File: src/rtl/pipeline_stall_flush_controller_pkg.sv
// Shared constants and types for the pipeline stall/flush controller:
// instruction field encodings and the mult/div sequencer state encoding.
package pipeline_stall_flush_controller_pkg;

  // Opcode field, instruction bits [31:27]
  localparam logic [4:0] OP_ALU  = 5'd0;
  localparam logic [4:0] OP_LW   = 5'd8;
  localparam logic [4:0] OP_SW   = 5'd7;
  localparam logic [4:0] OP_BNE  = 5'd2;
  localparam logic [4:0] OP_BLT  = 5'd6;
  localparam logic [4:0] OP_JR   = 5'd4;
  localparam logic [4:0] OP_JAL  = 5'd3;
  localparam logic [4:0] OP_BEX  = 5'd22;
  localparam logic [4:0] OP_SETX = 5'd21;

  // ALU op field, instruction bits [6:2]
  localparam logic [4:0] ALUOP_MUL = 5'b00110;
  localparam logic [4:0] ALUOP_DIV = 5'b00111;

  typedef enum logic [1:0] {
    MD_IDLE = 2'd0,
    MD_BUSY = 2'd1,
    MD_DONE = 2'd2
  } md_state_e;

  // True when the instruction is an R-type mul or div.
  function automatic logic is_multdiv(input logic [31:0] instr);
    return (instr[31:27] == OP_ALU) &&
           ((instr[6:2] == ALUOP_MUL) || (instr[6:2] == ALUOP_DIV));
  endfunction

endpackage

File: src/rtl/pipeline_stall_flush_controller_multdiv_sequencer.sv
// Mult/div handshake sequencer: IDLE/BUSY/DONE FSM, watchdog counter,
// one-cycle start pulses and exception capture for the XM error latch.
module multdiv_sequencer
  import pipeline_stall_flush_controller_pkg::*;
#(
  parameter int TIMEOUT = 40
) (
  input  logic clock,
  input  logic reset,
  input  logic multdiv_i,       // DX holds a mul or div
  input  logic is_div_i,        // DX ALU op selects div
  input  logic branch_taken_i,
  input  logic ready_i,
  input  logic exception_i,
  output logic stall_o,         // start cycle or BUSY: freeze front end
  output logic done_o,
  output logic start_mult_o,
  output logic start_div_o,
  output logic error_flag_o
);

  localparam int CNT_W = $clog2(TIMEOUT + 1);

  md_state_e          state_q, state_d;
  logic [CNT_W-1:0]   cnt_q, cnt_d;
  logic               err_q, err_d;
  logic               start, busy, done;

  // Next-state, watchdog and exception-capture logic.
  always_comb begin
    // NOTE: every signal gets a default before the case so no path leaves
    // one unassigned, which would otherwise infer a latch.
    state_d = state_q;
    cnt_d   = cnt_q;
    err_d   = err_q;
    start   = 1'b0;
    busy    = 1'b0;
    done    = 1'b0;
    unique case (state_q)
      MD_IDLE: begin
        if (multdiv_i && !branch_taken_i) begin
          start   = 1'b1;
          state_d = MD_BUSY;
          cnt_d   = '0;
          err_d   = 1'b0;
        end
      end
      MD_BUSY: begin
        busy = 1'b1;
        if (ready_i) begin
          state_d = MD_DONE;
          err_d   = exception_i;
        end else if (cnt_q == CNT_W'(TIMEOUT - 1)) begin
          state_d = MD_DONE;
          err_d   = 1'b1;
        end else begin
          cnt_d = cnt_q + 1'b1;
        end
      end
      MD_DONE: begin
        done    = 1'b1;
        state_d = MD_IDLE;
      end
      default: state_d = MD_IDLE;
    endcase
  end

  // State register with synchronous reset; reset aborts any operation.
  always_ff @(posedge clock) begin
    // NOTE: sequential state uses non-blocking assignments so every register
    // samples the pre-edge values, independent of statement order.
    if (reset) begin
      state_q <= MD_IDLE;
      cnt_q   <= '0;
      err_q   <= 1'b0;
    end else begin
      state_q <= state_d;
      cnt_q   <= cnt_d;
      err_q   <= err_d;
    end
  end

  // Reset masks every output so the pipeline sees plain enables during reset.
  assign stall_o      = (start || busy) && !reset;
  assign done_o       = done && !reset;
  assign start_mult_o = start && !is_div_i && !reset;
  assign start_div_o  = start && is_div_i && !reset;
  assign error_flag_o = done_o && err_q;

endmodule

File: src/rtl/pipeline_stall_flush_controller.sv
// Pipeline stall/flush controller: merges load-use stalls, X-stage branch
// resolution and the mult/div handshake into per-latch enable/flush controls,
// and keeps saturating stall and flush performance counters.
module pipeline_stall_flush_controller
  import pipeline_stall_flush_controller_pkg::*;
#(
  parameter int MULTDIV_TIMEOUT = 40,
  parameter int COUNT_WIDTH     = 32
) (
  input  logic                   clock,
  input  logic                   reset,
  input  logic [31:0]            DX_Latch_Instr,
  input  logic                   DX_stalling_mux_select,
  input  logic                   Branch_Taken,
  input  logic                   Multdiv_Result_Ready,
  input  logic                   Multdiv_Exception,
  output logic                   PC_Enable,
  output logic                   FD_Latch_Enable,
  output logic                   DX_Latch_Enable,
  output logic                   FD_Flush,
  output logic                   DX_Insert_Nop,
  output logic                   XM_Insert_Nop,
  output logic                   ctrl_MULT,
  output logic                   ctrl_DIV,
  output logic                   Multdiv_Result_Select,
  output logic                   Multdiv_ErrorFlag,
  output logic [COUNT_WIDTH-1:0] Stall_Cycle_Count,
  output logic [COUNT_WIDTH-1:0] Flush_Count
);

  logic md_stall, md_done, md_err;
  logic flush_evt;
  logic [COUNT_WIDTH-1:0] stall_cnt_q, stall_cnt_d;
  logic [COUNT_WIDTH-1:0] flush_cnt_q, flush_cnt_d;

  // Register/shamt fields are irrelevant to pipeline control.
  logic unused_instr_bits;
  assign unused_instr_bits = ^{DX_Latch_Instr[26:7], DX_Latch_Instr[1:0]};

  multdiv_sequencer #(
    .TIMEOUT(MULTDIV_TIMEOUT)
  ) u_seq (
    .clock          (clock),
    .reset          (reset),
    .multdiv_i      (is_multdiv(DX_Latch_Instr)),
    .is_div_i       (DX_Latch_Instr[6:2] == ALUOP_DIV),
    .branch_taken_i (Branch_Taken),
    .ready_i        (Multdiv_Result_Ready),
    .exception_i    (Multdiv_Exception),
    .stall_o        (md_stall),
    .done_o         (md_done),
    .start_mult_o   (ctrl_MULT),
    .start_div_o    (ctrl_DIV),
    .error_flag_o   (md_err)
  );

  // Priority mux: reset > mult/div done > mult/div stall > branch > load-use.
  always_comb begin
    PC_Enable             = 1'b1;
    FD_Latch_Enable       = 1'b1;
    DX_Latch_Enable       = 1'b1;
    FD_Flush              = 1'b0;
    DX_Insert_Nop         = 1'b0;
    XM_Insert_Nop         = 1'b0;
    Multdiv_Result_Select = 1'b0;
    Multdiv_ErrorFlag     = 1'b0;
    flush_evt             = 1'b0;
    if (reset) begin
      // defaults already describe the reset-time outputs
    end else if (md_done) begin
      Multdiv_Result_Select = 1'b1;
      Multdiv_ErrorFlag     = md_err;
    end else if (md_stall) begin
      PC_Enable       = 1'b0;
      FD_Latch_Enable = 1'b0;
      DX_Latch_Enable = 1'b0;
      XM_Insert_Nop   = 1'b1;
    end else if (Branch_Taken) begin
      FD_Flush      = 1'b1;
      DX_Insert_Nop = 1'b1;
      flush_evt     = 1'b1;
    end else if (DX_stalling_mux_select) begin
      PC_Enable       = 1'b0;
      FD_Latch_Enable = 1'b0;
      DX_Insert_Nop   = 1'b1;
    end
  end

  // Saturating performance counter increments.
  always_comb begin
    stall_cnt_d = stall_cnt_q;
    flush_cnt_d = flush_cnt_q;
    if (!PC_Enable && (stall_cnt_q != '1)) stall_cnt_d = stall_cnt_q + 1'b1;
    if (flush_evt && (flush_cnt_q != '1))  flush_cnt_d = flush_cnt_q + 1'b1;
  end

  // Performance counter registers, cleared by synchronous reset.
  always_ff @(posedge clock) begin
    if (reset) begin
      stall_cnt_q <= '0;
      flush_cnt_q <= '0;
    end else begin
      stall_cnt_q <= stall_cnt_d;
      flush_cnt_q <= flush_cnt_d;
    end
  end

  assign Stall_Cycle_Count = stall_cnt_q;
  assign Flush_Count       = flush_cnt_q;

endmodule

File: config.mk
export PLATFORM = sky130hd
export DESIGN_NAME = pipeline_stall_flush_controller
export DESIGN_NICKNAME = d
export VERILOG_FILES = /design/src/rtl/pipeline_stall_flush_controller_pkg.sv /design/src/rtl/pipeline_stall_flush_controller_multdiv_sequencer.sv /design/src/rtl/pipeline_stall_flush_controller.sv
export SDC_FILE = /design/constraint.sdc
export NUM_CORES = 1
export LEC_CHECK = 0
export ABC_AREA = 0
export CAP_MARGIN = 20
export CORE_MARGIN = 5
export CORE_UTILIZATION = 50
export CTS_BUF_LIST = sky130_fd_sc_hd__clkbuf_4 sky130_fd_sc_hd__clkbuf_8
export CTS_CLUSTER_SIZE = 25
export DETAILED_ROUTE_END_ITERATION = 6
export PLACE_DENSITY = 0.94
export SLEW_MARGIN = 20
export SYNTH_ARGS = -nofsm -noshare
export SYNTH_HDL_FRONTEND = slang
export SYNTH_SLANG_ARGS = --single-unit
File: constraint.sdc
create_clock -name clock -period 6.42 [get_ports clock]
set_input_delay 1.284 -clock clock [delete_from_list [all_inputs] [get_ports clock]]
set_output_delay 1.284 -clock clock [all_outputs]
set_load 0.01 [all_outputs]
### Word level (Yosys, flattened, before mapping)

Index checks and enable logic that the tools add are counted.

| operators by class | value |
|---|---|
| add/subtract/negate cells | 3 |
| equal/unequal tests | 11 |
| multiplexer cells | 40 |
| reductions and logical operators | 23 |

Operators by type and width:

| kind | count |
|---|---|
| adder 32 x 1 -> 32 bit (second input constant) | 2 |
| inequality test 32 bit (second input constant) | 2 |
| 2-to-1 mux 1 bit | 31 |
| 2-to-1 mux 6 bit | 3 |
| case mux 6 bit (2 select lines) | 1 |
| logical AND 1 bit | 11 |
| == test 5 x 3 -> 1 bit (second input constant) | 2 |
| adder 6 x 1 -> 6 bit (second input constant) | 1 |
| == test 6 bit (second input constant) | 1 |
| 2-to-1 mux 2 bit | 3 |
| logical NOT 5 bit | 1 |
| logical NOT 1 bit | 4 |
| inequality test 2 bit (second input constant) | 2 |
| case mux 2 bit (2 select lines) | 1 |
| AND reduction 4 bit | 1 |
| inequality test 3 x 2 -> 1 bit (second input constant) | 1 |
| AND reduction 3 bit | 1 |
| == test 2 x 1 -> 1 bit (second input constant) | 1 |
| == test 2 bit (second input constant) | 1 |
| logical NOT 2 bit | 1 |
| logical OR 1 bit | 2 |
| inequality test 2 x 1 -> 1 bit (second input constant) | 1 |
| case mux 1 bit (2 select lines) | 1 |
| AND reduction 2 bit | 1 |
| nonzero test 2 bit | 1 |

| storage, ports and cells | value |
|---|---|
| bits in registers | 73 |
| input port bits | 38 |
| output and inout port bits | 74 |
| word-level logic and storage cells | 82 |

### Depth between registers and ports, before layout

| logic depth | value |
|---|---|
| depth in word-level cells | 13 |
| depth in mapped cells | 9 |
| mapped depth without buffers | 6 |

### By module

From an unflattened synthesis, not the netlist that was laid out.

| second synthesis, totals | value |
|---|---|
| cells, all modules | 483 |
| area, all modules | 3990.1 sq um |

By module, submodules not included:

| module | times used | cells each | area an instance (sq um) | sequential area each (sq um) |
|---|---|---|---|---|
| pipeline_stall_flush_controller | 1 | 421 | 3429.5 | 1281.2 |
| multdiv_sequencer | 1 | 62 | 560.5 | 180.2 |

### Worst setup path before layout

OpenSTA, ideal clock, no wires.

| path | value |
|---|---|
| path kind | input-to-output |
| from | in reset |
| to | out PC_Enable |
| arrival time | 2711 ps |
| data required time | 5136 ps |
| path slack | 2425 ps |
| stages | 8 |
| buffers on the path | 4 |
| cell sequence | clkbuf_8 -> clkinv_1 -> o221ai_1 -> nand2_1 -> inv_1 -> clkbuf_1 -> clkbuf_1 -> buf_4 |

| between the ends | value |
|---|---|
| longest elaborated chain between the ends | 5 |
| elaborated cells on any way between the ends | 6 |
| classes of those cells | mux: 3; reduce/logical: 3 |

RTL lines:

| what | RTL line | source |
|---|---|---|
| start, declared | pipeline_stall_flush_controller.sv:11 | `input logic reset,` |
| logical NOT 1 bit | pipeline_stall_flush_controller_multdiv_sequencer.sv:84, pipeline_stall_flush_controller_multdiv_sequencer.sv:85 |  |
| logical AND 1 bit | pipeline_stall_flush_controller_multdiv_sequencer.sv:84 | `assign stall_o = (start \|\| busy) && !reset;` |
| 2-to-1 mux 1 bit (2 in series) | -- |  |
| 2-to-1 mux 1 bit (*) | -- |  |
| end, declared | pipeline_stall_flush_controller.sv:17 | `output logic PC_Enable,` |

Every way passes the cells marked *; elsewhere a longest branch is shown, timed or not.

### Worst setup path after layout

| path | value |
|---|---|
| from | in Branch_Taken |
| to | out FD_Latch_Enable |

| between the ends | value |
|---|---|
| longest elaborated chain between the ends | 9 |
| elaborated cells on any way between the ends | 10 |
| classes of those cells | mux: 6; reduce/logical: 4 |

RTL lines:

| what | RTL line | source |
|---|---|---|
| start, declared | pipeline_stall_flush_controller.sv:14 | `input logic Branch_Taken,` |
| logical NOT 1 bit | pipeline_stall_flush_controller_multdiv_sequencer.sv:41 | `if (multdiv_i && !branch_taken_i) begin` |
| logical AND 1 bit | pipeline_stall_flush_controller_multdiv_sequencer.sv:41 |  |
| 2-to-1 mux 1 bit | pipeline_stall_flush_controller_multdiv_sequencer.sv:41 |  |
| 2-to-1 mux 1 bit | pipeline_stall_flush_controller_multdiv_sequencer.sv:39 | `unique case (state_q)` |
| logical OR 1 bit | pipeline_stall_flush_controller_multdiv_sequencer.sv:84 |  |
| logical AND 1 bit | pipeline_stall_flush_controller_multdiv_sequencer.sv:84 |  |
| 2-to-1 mux 1 bit (*) | pipeline_stall_flush_controller.sv:73 | `end else if (md_stall) begin` |
| 2-to-1 mux 1 bit (*) | pipeline_stall_flush_controller.sv:70 | `end else if (md_done) begin` |
| 2-to-1 mux 1 bit (*) | pipeline_stall_flush_controller.sv:68 | `if (reset) begin` |
| end, declared | pipeline_stall_flush_controller.sv:18 | `output logic FD_Latch_Enable,` |

Marked as above.

==> impl_metrics.ini <==
[run_status]
status = complete, no violations

[synth]
synth_top_cell_by_area = dfxtp_1
ys_ff_latch = 73
syn_area_mm2 = 0.003880
syn_nets = 503
synth.area.top_cells = dfxtp_1 38%, o31ai_1 5.8%, or4_1 5.8%
syn_avg_cell_area_um2 = 8.398
yosys_warnings = 0
async_flop_share_pct = 0
netlist_instances = 462
synth_flop_cell = dfxtp_1
synth_edf_count = 0
ys_seq_area_share_pct = 37.67
netlist.area_leader.share_pct = 37.67
ys_types = 58

[clock_tree]
cts.sinks = 73
holdBufCountCts = 0
cts_tree = built
clock_latency_ps = 360
clk_pin_slew_ps = 70
root_buffer = clkbuf_8
postCtsSetupRepairBufs = 0
cts-buffers-inserted = 9
clockBufferDepth = 2
htreeDepth = 3
post_cts_resized = 0

[drt]
drc_errors = 0
drt-total-wl_um = 10390
firstDrtPassIters = 5
ant_nets = 0
wl_per_cell_um = 16.13
viasPerCell = 6.188
dr.first_iter.drc_count = 239
via_count = 3985

[floorplan]
fp-row-count = 32
io_pins = 112
core_mm2 = 0.007647
dieArea_mm2 = 0.009622
initial_core_util_pct = 50.74
chipWidth_um = 98.09
die_y_um = 98.09

[worst_setup_path]
path_max_fanout = 40
cp.required_ps = 5140
rr_startpoint = u_seq.state_q[0]$_SDFFE_PP0P_
endpoint_kind = primary output
path_class = in -> out
startpoint = Branch_Taken
start_kind = primary input
cp_data_arrival_time_ps = 4050

[placed_design]
port_buffers = 89
dp_slack_ps = 1177
dp_cells = 628
gp_congestion = 0.8727
post-dp-hpwl_um = 7128

[cells_and_area]
final_common_cell = clkdlybuf4s50_1
drive_above_1_share_pct = 6.089
areaGrowthSynthToFinish_pct = 29.22
final_cell_mix = 88 x clkdlybuf4s50_1, 73 x dfxtp_1, 37 x a21oi_1
final_nets = 578
num_antenna_cells = 0
fin_cells = 644
final_core_util_pct = 65.56

[timing]
hold_ws_ps = 491.6
maxSlewViolCount = 0
finalCritPeriodShare_pct = 83.12
finalSetupViolations = 0
fin_skew_ps = 11.54
finalCriticalPeriod_ps = 5336
relSlewSlack_pct = 31.35
hold_violations = 0
tns_ps = 0
rsz0062_at_grt = false
tightestPinTransition_ps = 1029
setup_slack_ps = 1084
max_freq_ghz = 0.1874

[grt]
overflow = 0
grt_max_degree = 73
gr-usage-all-layers_pct = 21.36
grt_pass1_vias = 3806
grt_pass1_wl_um = 17370
grt_antenna_before_repair = 0

[min_path]
hp-start = Flush_Count[17]$_SDFFE_PP0P_
hold_path.class = reg -> reg

[pwr]
power_density_mw_per_mm2 = 187.5
ir_worst_vdd_uv = 100.9
p_leak_nw = 1.540

[job]
drv_cap = 0
==> cell usage after synthesis, types with 7 or more instances <==
library cell  number
nor4_1             9
a21oi_1           37
and3_1             9
nand2_1           32
o21ai_0           11
nand3_1           25
nand4_1           17
o31ai_1           30
clkbuf_1          17
nor3_1             7
and4_1            10
xnor2_1           14
dfxtp_1           73
and2_1             8
inv_1             10
nor2_1            36
or4_1             30
==> worst max-delay path, stage by stage <==
cell and delay, ps:
clkdlybuf4s50_1 550, and2b_2 250, o221ai_1 310, nand2_1 170, inv_1 780, clkdlybuf4s50_1 700
==> per-stage QoR <==
stage                     total power [W]  instance area (µm²)
after global routing            0.0009704                 5014
final                           0.0009398                 5014
after global placement          0.0005012                 4767
after floorplan                 0.0004853                 3880
after detailed placement        0.0005025                 4767
after CTS                       0.0009437                 5014
==> registers in the layout (all words and copies together), names as in the netlist <==
name               count
u_seq.state_q          2
u_seq.err_q            1
u_seq.cnt_q            6
Flush_Count           32
Stall_Cycle_Count     32
==> final timing paths <==
path                            cells past startpoint  slack [ps]                            to
worst max-delay path                                6        1080               FD_Latch_Enable
worst min-delay path                                2         490  Flush_Count[17]$_SDFFE_PP0P_
worst max register to register                      5        3680  Flush_Count[31]$_SDFFE_PP0P_
worst min register to register                      2         490  Flush_Count[17]$_SDFFE_PP0P_
==> cells by family (layout without fill, tap and decap cells) <==
kind of cell / after synthesis / in the layout / synth area share [%]
DFF: 73 / 73 / 37.67
buffers and inverters: 39 / 119 / 5.062
muxes: 7 / 7 / 1.935
and+or+nand+nor: 210 / 210 / 31.09
adders and majority gates: 3 / 3 / 0.9675
AOI/OAI and AO/OA: 110 / 110 / 18.77
xor gates and xnor gates: 20 / 20 / 4.515
==> cell type report <==
| class | instances | area [µm²] |
|---|---|---|
| Clock inverter | 6 | 115.1 |
| Inverter | 11 | 41.29 |
| Clock buffer | 10 | 131.4 |
| Fill cell | 621 | 2634 |
| Tap cell | 102 | 127.6 |
| Multi-Input combinational cell | 350 | 2228 |
| Timing Repair Buffer | 92 | 908.4 |
| Sequential cell | 73 | 1461 |
==> where the power goes <==
part / leakage [nW] / switching (W) / internal (W)
Sequential: 0.588 / 0.00000169 / 0.000454
Combinational: 0.832 / 0.0000207 / 0.0000164
Clock: 0.121 / 0.000183 / 0.000265
Total: 1.54 / 0.000205 / 0.000735
==> metal layers <==
metal	track usage (%)	vias up	routed length, µm
met5	0	-	0
met4	8.520	0	128
met3	5.429	16	614
met2	36.07	142	5333
met1	25.97	1901	4313
li1	-	1926	-
(Power assumes the default switching activity.)
==> RTL edit 1 (config.mk and constraints unchanged) <==
Register the inputs `Multdiv_Result_Ready` and `Multdiv_Exception` before use. The logic sees them one clock later. The other inputs are not delayed to match.
--- a/src/rtl/pipeline_stall_flush_controller.sv
+++ b/src/rtl/pipeline_stall_flush_controller.sv
@@ -28,6 +28,14 @@
   output logic [COUNT_WIDTH-1:0] Flush_Count
 );
 
+  logic Multdiv_Result_Ready_q;
+  logic Multdiv_Exception_q;
+
+  always_ff @(posedge clock) begin
+    Multdiv_Result_Ready_q <= Multdiv_Result_Ready;
+    Multdiv_Exception_q    <= Multdiv_Exception;
+  end
+
   logic md_stall, md_done, md_err;
   logic flush_evt;
   logic [COUNT_WIDTH-1:0] stall_cnt_q, stall_cnt_d;
@@ -45,8 +53,8 @@
     .multdiv_i      (is_multdiv(DX_Latch_Instr)),
     .is_div_i       (DX_Latch_Instr[6:2] == ALUOP_DIV),
     .branch_taken_i (Branch_Taken),
-    .ready_i        (Multdiv_Result_Ready),
-    .exception_i    (Multdiv_Exception),
+    .ready_i        (Multdiv_Result_Ready_q),
+    .exception_i    (Multdiv_Exception_q),
     .stall_o        (md_stall),
     .done_o         (md_done),
     .start_mult_o   (ctrl_MULT),
Behaviour: not the same (Yosys sat finds a counterexample within 4 cycles, from zero or initial values and one cycle with reset high).
==> RTL edit 1 against the original RTL <==
Power is 5.0% higher. Sequential cell count up 2. Design area is 2.5% higher. Synthesized cell count up 3.2%. Core utilization up 0.97 points. Area after synthesis up 2.3%. Routed wire length grew 4.5%. Worst setup slack gained 220 ps. Largest cell class unchanged. Highest routed layer unchanged.
==> RTL edit 1: results (changes against the original RTL) <==
status=completed; first-pass GRT wire length=17700 um (+1.9%); Clock Skews=13.1 ps (+1.59 ps); hold_sp=Stall_Cycle_Count[10]; Starting Density=51.4% (+0.62 points); TritonCTS Buffers=9 (unchanged); Slew HR=47.2% (+16 points); Worst EP arrival=3830 ps (-220 ps); Critical Path Fanout Max=55 (+38%); fmax=195 MHz (+4.3%); pre-CTS setup slack=1310 ps (+138 ps); Tot GR Track Use=21.4% (+0.038 points); diode count=0 (unchanged); Nets=593 (+2.6%); PostCTS Resize Cnt=0 (unchanged); flop-to-flop setup slack=3580 ps (-100 ps); routed via count=4073 (+2.2%); synth cell count leaders=75 x dfxtp_1, 40 x a21oi_1, 36 x nor2_1; depth of the most critical reg-to-reg path=7 (+2); Port Buf Inserts=89 (unchanged); Critical Path Source=DX_Latch_Instr[28]; IR Drop Worst-Case VDD=0.000116 V (+15%); worst reg2reg path endpoint=Stall_Cycle_Count[22]; Post-DP HPWL=7590 um (+6.5%); initial DRC count=184 (-23%); vias in the first global route=3869 (+1.7%); top post-synthesis cells by area=dfxtp_1 38%, a21oi_1 5.0%, nand4_1 3.8%; filler cell count in the final layout=596 (-4.0%); layout cells sized above 1=7.00% (+0.91 points); CP endpoint=PC_Enable; Placer Congestion=0.895 (+2.6%); Seq/Total Area, Yosys=37.8% (+0.17 points); Critical Path Max Stage Delay=620 ps (-160 ps); largest net degree at the start of global routing=56 (-23%); post-synth net total=518 (+3.0%); leakage power=1.62 nW (+5.0%); antenna violations before repair=0 (unchanged); worst r2r src=Stall_Cycle_Count[0]; slowest stage cell, crit path=clkdlybuf4s50_1; WL final=10900 um (+4.5%); clk buf depth=2 (unchanged)
## RTL edit 1: cell count changes after synthesis, moves of 6 or more
cell	before	now
nand4_1	17	24
inv_1	10	17
or4_1	30	18
and2_1	8	2
o21ai_0	11	20
o31ai_1	30	17
or3_1	6	18
xnor2_1	14	6
buf_2	3	9
## RTL edit 1: kinds of logic after synthesis
kind of cell	Yosys count	synth area share [%]
compound gates	114	18.9
xor+xnor	16	3.53
fa+ha+maj	3	0.946
buf+inv	46	4.92
flops	75	37.8
mux	10	2.74
simple gates	213	31.1
## RTL edit 1: how the worst min path moves through the flow
stage | end | slack (ps) | cells past startpoint
finish | Stall_Cycle_Count[10] | 500 | 2
global route | Stall_Cycle_Count[5] | 540 | 2
floorplan | u_seq.cnt_q[5] | 450 | 2
global placement | u_seq.cnt_q[5] | 470 | 2
CTS | Stall_Cycle_Count[10] | 510 | 2
detailed placement | Stall_Cycle_Count[5] | 490 | 1
## RTL edit 1: stage by stage
stage,cell area (um^2),hold WS [ps],instances
2_1_floorplan,3970,454,477
3_3_place_gp,4880,466,643
3_5_place_dp,4880,493,643
4_1_cts,5140,506,659
5_1_grt,5140,540,659
6_report,5140,501,659
## RTL edit 1: critical path, delay by kind of cell
kind,cells,cell delay [ps]
compound gates,1,520
simple gates,2,510
buf+inv,3,1510
## RTL edit 1: power by group
group / switching (mW) / internal, mW
clock network: 0.179 / 0.297
registers: 0.00237 / 0.467
logic: 0.0239 / 0.0179
## RTL edit 1: layout make-up
type                       count  area, um^2  area share (%)
tap                          102         128            2.48
multi-input combinational    356        2270            44.2
clock buffer                   9         124            2.41
timing repair buffer          92         908            17.7
sequential                    75        1500            29.2
inverter                      18        67.6            1.31
clock inverter                 7         140            2.73
## RTL edit 1: routing by layer
metal	vias to the layer above	GRT usage [%]	part of all wire (%)
met1	1937	26.1	42
met2	149	36.8	50
met5	-	0	0
met4	0	9.77	3.0
met3	27	3.58	5.4
li1	1960	-	-
==> RTL edit 2 (same flow settings) <==
Without the edit above. Change the package constant `ALUOP_DIV` from 5'b00111 to 5'b00100.
--- a/src/rtl/pipeline_stall_flush_controller_pkg.sv
+++ b/src/rtl/pipeline_stall_flush_controller_pkg.sv
@@ -15,7 +15,7 @@
 
   // ALU op field, instruction bits [6:2]
   localparam logic [4:0] ALUOP_MUL = 5'b00110;
-  localparam logic [4:0] ALUOP_DIV = 5'b00111;
+  localparam logic [4:0] ALUOP_DIV = 5'b00100;
 
   typedef enum logic [1:0] {
     MD_IDLE = 2'd0,
Formal check against the unedited RTL: not equivalent (Yosys sat finds a counterexample within 4 cycles, from zero or initial values and one cycle with reset high).
==> RTL edit 2 against the original RTL <==
Routed wire length grew 0.46%. Critical path type unchanged. Sequential cell count unchanged. Area after synthesis decreased by 0.77%. Critical path depth stayed put. Power rose by 0.24%. Final cell count increased by 2.0%. Non-clock buffer count increased by 1. Die area fell by 0.69%. Clock skew is essentially flat. Via count increased by 0.10%. Design area up 0.22%. Worst setup slack improved by 380 ps.
==> RTL edit 2: results (changes against the original RTL) <==
yosys warns=0 (unchanged); vias in the first global route=3727 (-2.1%); initial DRC count=219 (-8.4%); diode count=0 (unchanged); Clock Skews=11.8 ps (+0.275 ps); Post-synth EDFFs=0 (unchanged); PostCTS Resize Cnt=0 (unchanged); flop-to-flop setup slack=3690 ps (about the same); Hold Crit Endpoint=Flush_Count[27]; Tot GR Track Use=21.2% (-0.13 points); filler cell count in the final layout=622 (+0.16%); Post-DP HPWL=7450 um (+4.6%); synthesized instance count=470 (+1.7%); Via density=6.07 (-1.9%); Seq/Total Area, Yosys=38.0% (+0.29 points); clock latency at the later pin of the worst-skew pair=350 ps; first-pass GRT wire length=17400 um (-0.12%); TritonRoute pass-1 iters=4 (-1); synth cell count leaders=73 x dfxtp_1, 47 x nor2_1, 33 x nand2_1; worst r2r src=Flush_Count[20]; post-synth net total=511 (+1.6%); Unique masters post-synth=48 (-17%); top post-synthesis cells by area=dfxtp_1 38%, nor2_1 4.6%, a21oi_1 4.2%; layout cells sized above 1=7.57% (+1.5 points); largest net degree at the start of global routing=39 (-47%); htree depth=3 (unchanged); hold_sp=Flush_Count[27]; leakage power=1.55 nW (+0.85%); TritonCTS Buffers=9 (unchanged); worst reg2reg path endpoint=Flush_Count[17]; depth of the most critical reg-to-reg path=5 (unchanged); placed insts=641 (+2.1%); routed len/inst=15.9 um (-1.5%); Nets=591 (+2.2%); IR Drop Worst-Case VDD=0.000146 V (+44%); Sw Pwr=0.198 mW (-3.6%); Slew HR=30.8% (-0.57 points); clock transition at the registers of the reported paths=~80 ps; Worst EP arrival=3670 ps (-380 ps); status=completed; hold-critical path depth=2 (unchanged); Port Buf Inserts=89 (unchanged); placed inst area=4780 um^2 (+0.18%); CTS root buf=clkbuf_8; antenna violation net count after detailed routing=0 (unchanged); Setup TNS=0 ps (unchanged); Hold Crit Class=register to register; Critical Path Fanout Max=22 (-45%); antenna violations before repair=0 (unchanged); FFs w/ async S/R, synth=0% (unchanged); clk buf depth=2 (unchanged); WL final=10400 um (+0.46%); Setup Fix Bufs, Post-CTS=0 (unchanged); Placer Congestion=0.835 (-4.4%)
[RTL edit 2: how the worst max path moves through the flow]
stage,endpoint,cells after the start,start
after floorplan,PC_Enable,8,DX_Latch_Instr[2]
after global placement,PC_Enable,6,DX_stalling_mux_select
after detailed placement,PC_Enable,6,DX_stalling_mux_select
after CTS,PC_Enable,6,DX_stalling_mux_select
after global routing,PC_Enable,6,DX_Latch_Instr[5]
final,PC_Enable,6,DX_stalling_mux_select
[RTL edit 2: worst max-delay path, stage by stage]
cell and delay, ps:
clkdlybuf4s50_1 520, or3b_4 410, a221oi_4 500, or2_2 260
inv_2 170, clkdlybuf4s50_1 530
[RTL edit 2: layout make-up]
| class | count | share of cell area [%] |
|---|---|---|
| Inverter | 17 | 1.27 |
| Timing Repair Buffer | 93 | 18.2 |
| Clock buffer | 11 | 2.89 |
| Sequential cell | 73 | 29.1 |
| Tap cell | 102 | 2.54 |
| Multi-Input combinational cell | 356 | 43.9 |
| Clock inverter | 5 | 2.04 |
[RTL edit 2: logic make-up (layout without fill, tap and decap cells)]
group	count (synthesis)	count (layout)	share of synthesized area (%)
and+or+nand+nor	215	215	29.9
muxes	14	14	3.96
buffers and inverters	41	126	4.71
adders and majority gates	3	3	0.975
DFF	73	73	38.0
xor gates and xnor gates	18	18	4.09
AOI/OAI and AO/OA	106	106	18.4
[RTL edit 2: through the flow]
stage | util [%] | worst slack, ps | total power, mW | hold slack (ps)
finish | 66.1 | 1470 | 0.942 | 510
global route | 66.1 | 1360 | 0.969 | 529
CTS | 66.0 | 1480 | 0.947 | 503
detailed placement | 62.8 | 1490 | 0.505 | 491
global placement | 62.8 | 1530 | 0.504 | 471
floorplan | - | 2210 | 0.486 | 462
[RTL edit 2: per-layer routing]
layer	vias up	wire length [um]	GRT usage, %
li1	1921	-	-
met5	-	0	0
met3	19	774	4.71
met4	0	158	7.56
met1	1863	4240	25.6
met2	186	5260	37.2
[RTL edit 2: power by group through the flow]
| stage | sequential (mW) | clock (mW) | combinational, mW |
|---|---|---|---|
| floorplan | 0.466 | 0 | 0.0193 |
| finish | 0.455 | 0.447 | 0.0395 |
| global placement | 0.466 | 0 | 0.0380 |
| global route | 0.456 | 0.471 | 0.0423 |
| detailed placement | 0.466 | 0 | 0.0393 |
| CTS | 0.455 | 0.452 | 0.0395 |
